==> config.mk <==
export PLATFORM = sky130hd
export DESIGN_NAME = apb_completer_mem
export DESIGN_NICKNAME = d
export VERILOG_FILES = /design/src/rtl/axi_to_apb_pkg.sv /design/src/rtl/apb_cpl_regfile.sv /design/src/rtl/apb_completer_mem.sv
export SDC_FILE = /design/constraint.sdc
export NUM_CORES = 1
export LEC_CHECK = 0
export ABC_CLOCK_PERIOD_IN_PS = 1900
export CORE_MARGIN = 2
export CORE_UTILIZATION = 45
export CTS_BUF_LIST = sky130_fd_sc_hd__clkbuf_4 sky130_fd_sc_hd__clkbuf_8
export CTS_CLUSTER_DIAMETER = 40
export DETAILED_ROUTE_END_ITERATION = 7
export GPL_ROUTABILITY_DRIVEN = 0
export HOLD_SLACK_MARGIN = 0.1
export SETUP_SLACK_MARGIN = 0.05
export SLEW_MARGIN = 10
export SYNTH_ARGS = -nofsm -noshare
export SYNTH_HDL_FRONTEND = slang
export SYNTH_SLANG_ARGS = --single-unit
==> constraint.sdc <==
create_clock -name pclk -period 1.9 [get_ports pclk]
set_clock_uncertainty 0.1 [all_clocks]
set_input_delay 0.57 -clock pclk [delete_from_list [all_inputs] [get_ports pclk]]
set_output_delay 0.57 -clock pclk [all_outputs]
set_load 0.02 [all_outputs]
==> src/rtl/axi_to_apb_pkg.sv <==
// Shared AXI-to-APB definitions: bus widths plus the APB completer's state and
// latched-request types.
package axi_to_apb_pkg;

  localparam int unsigned ADDRESS_WIDTH = 32;
  localparam int unsigned DATA_WIDTH    = 32;
  // Word index before truncation to the memory depth of a given completer.
  localparam int unsigned INDEX_WIDTH   = ADDRESS_WIDTH - 2;

  typedef enum logic [1:0] {
    IDLE  = 2'd0,
    WAIT  = 2'd1,
    READY = 2'd2
  } apb_cpl_state_e;

  typedef struct packed {
    logic [ADDRESS_WIDTH-1:0] addr;
    logic [DATA_WIDTH-1:0]    wdata;
    logic                     write;
    logic                     err;
    logic [INDEX_WIDTH-1:0]   index;
  } apb_cpl_req_t;

endpackage

==> src/rtl/apb_cpl_regfile.sv <==
// Word-wide register file for the APB completer: one synchronous write port,
// one combinational read port, asynchronously cleared on reset.
module apb_cpl_regfile
  import axi_to_apb_pkg::*;
#(
  parameter int unsigned DEPTH = 16
) (
  input  logic                     pclk,
  input  logic                     presetn,
  input  logic                     we,
  input  logic [$clog2(DEPTH)-1:0] waddr,
  input  logic [DATA_WIDTH-1:0]    wdata,
  input  logic [$clog2(DEPTH)-1:0] raddr,
  output logic [DATA_WIDTH-1:0]    rdata
);

  logic [DATA_WIDTH-1:0] mem_q [DEPTH];

  always_ff @(posedge pclk or negedge presetn) begin
    if (!presetn) begin
      for (int i = 0; i < int'(DEPTH); i++) begin
        mem_q[i] <= '0;
      end
    end else if (we) begin
      mem_q[waddr] <= wdata;
    end
  end

  assign rdata = mem_q[raddr];

endmodule

==> src/rtl/apb_completer_mem.sv <==
// APB3 completer backed by a word-addressed register file, with a fixed number
// of wait states and PSLVERR on misaligned or out-of-window addresses.
module apb_completer_mem
  import axi_to_apb_pkg::*;
#(
  parameter logic [ADDRESS_WIDTH-1:0] BASE_ADDR   = 32'h0000_1000,
  parameter int unsigned              DEPTH       = 16,
  parameter int unsigned              WAIT_STATES = 0
) (
  input  logic                     pclk,
  input  logic                     presetn,
  input  logic                     psel,
  input  logic                     penable,
  input  logic                     pwrite,
  input  logic [ADDRESS_WIDTH-1:0] paddr,
  input  logic [DATA_WIDTH-1:0]    pwdata,
  output logic [DATA_WIDTH-1:0]    prdata,
  output logic                     pready,
  output logic                     pslverr
);

  localparam int unsigned IdxW = $clog2(DEPTH);
  // One extra bit so BASE_ADDR + 4*DEPTH cannot wrap at the top of the map.
  localparam logic [ADDRESS_WIDTH:0] BaseExt  = {1'b0, BASE_ADDR};
  localparam logic [ADDRESS_WIDTH:0] LimitExt = BaseExt + (ADDRESS_WIDTH + 1)'(4 * DEPTH);
  localparam logic [3:0]             WaitLoad = 4'(WAIT_STATES);

  apb_cpl_state_e state_q, state_d;
  apb_cpl_req_t   req_q, req_d;
  logic [3:0]     cnt_q, cnt_d;

  logic                  pready_d, pslverr_d;
  logic [DATA_WIDTH-1:0] prdata_d;
  logic                  enter_ready;

  logic                     setup, addr_err, we;
  logic [ADDRESS_WIDTH-1:0] offset;
  logic [IdxW-1:0]          raddr;
  logic [DATA_WIDTH-1:0]    rdata;

  assign setup    = psel & ~penable;
  assign offset   = paddr - BASE_ADDR;
  assign addr_err = (paddr[1:0] != 2'b00) || ({1'b0, paddr} < BaseExt) ||
                    ({1'b0, paddr} >= LimitExt);
  // Zero-wait reads must see the word addressed during setup, not the stale latch.
  assign raddr    = (state_q == IDLE) ? offset[IdxW+1:2] : req_q.index[IdxW-1:0];

  apb_cpl_regfile #(
    .DEPTH(DEPTH)
  ) u_regfile (
    .pclk   (pclk),
    .presetn(presetn),
    .we     (we),
    .waddr  (req_q.index[IdxW-1:0]),
    .wdata  (req_q.wdata),
    .raddr  (raddr),
    .rdata  (rdata)
  );

  always_comb begin
    state_d     = state_q;
    req_d       = req_q;
    cnt_d       = cnt_q;
    enter_ready = 1'b0;
    we          = 1'b0;
    pready_d    = 1'b0;
    pslverr_d   = 1'b0;
    prdata_d    = '0;

    unique case (state_q)
      IDLE: begin
        if (setup) begin
          req_d.addr  = paddr;
          req_d.wdata = pwdata;
          req_d.write = pwrite;
          req_d.err   = addr_err;
          req_d.index = offset[ADDRESS_WIDTH-1:2];
          cnt_d       = WaitLoad;
          if (WAIT_STATES == 0) begin
            state_d     = READY;
            enter_ready = 1'b1;
          end else begin
            state_d = WAIT;
          end
        end
      end
      WAIT: begin
        if (psel && penable) begin
          cnt_d = cnt_q - 4'd1;
          if (cnt_q == 4'd1) begin
            state_d     = READY;
            enter_ready = 1'b1;
          end
        end else begin
          // Deselect or a dropped PENABLE abandons the transfer.
          state_d = IDLE;
          cnt_d   = '0;
        end
      end
      READY: begin
        we      = psel && penable && req_q.write && !req_q.err;
        state_d = IDLE;
        cnt_d   = '0;
      end
      default: begin
        state_d = IDLE;
        cnt_d   = '0;
      end
    endcase

    if (enter_ready) begin
      pready_d  = 1'b1;
      pslverr_d = req_d.err;
      prdata_d  = (!req_d.write && !req_d.err) ? rdata : '0;
    end
  end

  always_ff @(posedge pclk or negedge presetn) begin
    if (!presetn) begin
      state_q <= IDLE;
      req_q   <= '0;
      cnt_q   <= '0;
      pready  <= 1'b0;
      pslverr <= 1'b0;
      prdata  <= '0;
    end else begin
      state_q <= state_d;
      req_q   <= req_d;
      cnt_q   <= cnt_d;
      pready  <= pready_d;
      pslverr <= pslverr_d;
      prdata  <= prdata_d;
    end
  end

  // The full address and upper index bits are kept for visibility only.
  logic unused_req;
  assign unused_req = ^{req_q.addr, req_q.index, offset[1:0]};

endmodule

==> results.toml <==
[pwr]
p_leak_nw = 16.12
switching_share = 0.2516
vdd_drop_max_uv = 747.4
pwr-share-comb = 0.103
p_clk_frac = 0.431
power.density_mw_per_mm2 = 855.3
p_int_mw = 22.44
p_seq_frac = 0.466
switching_power_mw = 7.543

[sta]
tightest_slew_ns = 0.6890
hold_violations = 0
drv_slew = 0
setup_violations = 552
slew_headroom = 0.5407
fin_setup_tns_ns = -177.03
setup_ws_ns = -0.4675
fmax_ghz = 0.4224
final.period_utilization = 1.246
rsz0062_at_grt = "yes"
fin_crit_ns = 2.367

[flow_run]
max_cap_violations = 0

[yosys]
yosys.cell_count.top_type = "dfrtp_1"
synth_area_mm2 = 0.02568
yosys_warnings = 0
synth_ff_type = "dfrtp_1"
syn-num-nets = 1963
async_reset_ff_frac = 1.000
yosysTopAreaCell = "dfrtp_1"
ys_ff_latch = 585
yosys-top-cells-count = "dfrtp_1 (585), mux2_2 (527), nand2_1 (262), nand3_1 (132), mux4_2 (64)"
avgSynthCellArea_um2 = 13.56
synth_cell_type_count = 38
syn_inst = 1894
synth_edf_count = 0
synth.yosys.seq_area_share = 0.5700
netlist.area_leader.share = 0.5700
ys_top_cells_by_area = "dfrtp_1 (57%), mux2_2 (23%), mux4_2 (5.6%)"

[routing]
antenna_left = 0
num_vias = 17370
drt_wl_total_um = 77990
drc = 0
first_iter_violations = 1279
drt-pass1-iter-count = 6
via_per_inst = 5.692
wire_per_inst_um = 25.55

[floorplan]
ios = 103
rows = 87
chipWidth_um = 242.9
fp.coreArea_mm2 = 0.05639
dieArea_mm2 = 0.05900
start_util = 0.4555
die_h_um = 242.9

[clock_tree]
cts_sinks = 585
cts_tree = "yes"
clockBufferDepth = 3
cts_buffers = 104
htree_levels = 3
clk_pin_slew_ns = 0.06
clk_latency_ns = 0.71
clockRootBuffer = "clkbuf_8"

[final_layout]
syn2layout_area_growth_pct = 36.47
fin_cells = 3052
diodes = 0
fin_nets = 2289
fin_util = 0.6216
postLayoutCellArea_mm2 = 0.03505
drive_gt1_frac = 0.5057

[setup_path]
crit_slowest_cell = "dfrtp_2"
slowest_delay_ns = 0.46
crit_path_end_kind = "register"
crit_chain = "nand4_1 > buf_4 > nor3_2 > nand2_1 > buf_6 > buf_12 > nor2_4 > buf_4 > buf_12 > mux2_2"
cp.required_ns = 2.37
critPathBufInv = 5
critPathMaxFanout = 10
worstSetupStartpointType = "register"
crit_family = "buffers and inverters"
critical_path_arrival_ns = 2.83
worst-setup-path-type = "reg -> reg"

[placement]
portBuffers = 102
dp_hpwl_um = 42050
dp.cells = 2764
post-place-ws_ns = -1.011
place_area_mm2 = 0.02917

[grt]
gr-total-overflow = 0
antenna_found_initial = 0
grt_pass1_vias = 18210
grt_pass1_wl_um = 111100
track_usage = 0.2465
grt_max_degree = 63

[outcome]
violations = "negative setup slack"
outcome = "finished, violations left"

[min_path]
hold_path_class = "in -> async"
[sequential cells by signal, summed over array words and instances (netlist names)]
register         cells
pready               1
req_q               38
prdata              32
state_q              1
u_regfile.mem_q    512
pslverr              1
[placed cells by master (no fill, tap or decap), types with 5 or more instances in the layout]
cell | synthesis | routed
mux2_2 | 527 | 193
nand4_1 | 35 | 35
nand2_1 | 262 | 261
clkdlybuf4s50_1 | 0 | 67
nand3_1 | 132 | 130
a22oi_1 | 32 | 11
buf_12 | 0 | 97
mux2_4 | 0 | 356
buf_6 | 3 | 66
clkbuf_16 | 0 | 22
dfrtp_1 | 585 | 584
buf_16 | 0 | 14
buf_4 | 27 | 99
clkbuf_8 | 0 | 137
a22oi_2 | 0 | 21
nor2_4 | 0 | 9
buf_8 | 0 | 6
o21ai_1 | 28 | 27
clkinv_2 | 0 | 7
o21ai_2 | 0 | 5
bufinv_16 | 0 | 6
mux4_2 | 64 | 64
clkbuf_4 | 0 | 28
[final timing paths]
| kind | startpoint | endpoint | slack (ns) | cells past startpoint |
|---|---|---|---|---|
| min in group pclk | pwdata[2] | req_q[34] | 0.37 | 2 |
| min | presetn | u_regfile.mem_q[320] | 0.27 | 2 |
| max reg2reg | state_q[1] | u_regfile.mem_q[180] | -0.47 | 10 |
| max | state_q[1] | u_regfile.mem_q[180] | -0.47 | 10 |
| max in group asynchronous | presetn | u_regfile.mem_q[13] | 0.67 | 4 |
| min reg2reg | u_regfile.mem_q[200] | u_regfile.mem_q[200] | 0.40 | 1 |
[timing repair]
action / CTS / global route
gates cloned: 15 / 25
endpoints found under the hold margin: 396 / 0
hold buffers: 1 / 0
pin swaps: 7 / 14
setup endpoints to repair: 578 / 578
gates resized for setup: 371 / 337
setup buffers: 42 / 31
[power by group through the flow]
stage	Clock, mW	Sequential (mW)	Combinational (mW)
floorplan	0	13.6	1.67
global placement	0	14.0	2.63
detailed placement	0	14.1	2.68
CTS	13.2	13.9	2.87
global route	13.8	14.1	3.32
finish	12.9	14.0	3.09
[stage by stage]
| stage | hold WS [ns] | power [mW] |
|---|---|---|
| floorplan | 0.1744 | 15.24 |
| global placement | 0.3674 | 16.67 |
| detailed placement | 0.3746 | 16.76 |
| CTS | 0.2336 | 29.95 |
| global route | 0.2575 | 31.21 |
| finish | 0.2711 | 29.98 |
[per-layer routing]
layer  up-vias  part of all wire  GRT usage
met5         -                 0          0
met4         0             0.034    0.08968
met3       148             0.054    0.04191
met2       515              0.47     0.3992
met1      9269              0.44     0.3357
li1       7439                 -          -
[layout make-up]
class,count,area (µm²)
flip-flops and latches,585,14640
well taps,756,945.9
repair buffers,372,5135
multi-input cells,1154,11980
fillers,4223,21330
clock buffers,165,2096
inverters,3,11.26
clock inverters,17,245.2
[logic make-up after synthesis]
group,share of synthesized area
muxes,0.2987
and+or+nand+nor,0.08350
AOI/OAI and AO/OA,0.01749
buffers and inverters,0.03035
DFF,0.5700
No activity file was read; power rests on OpenSTA's default activity.
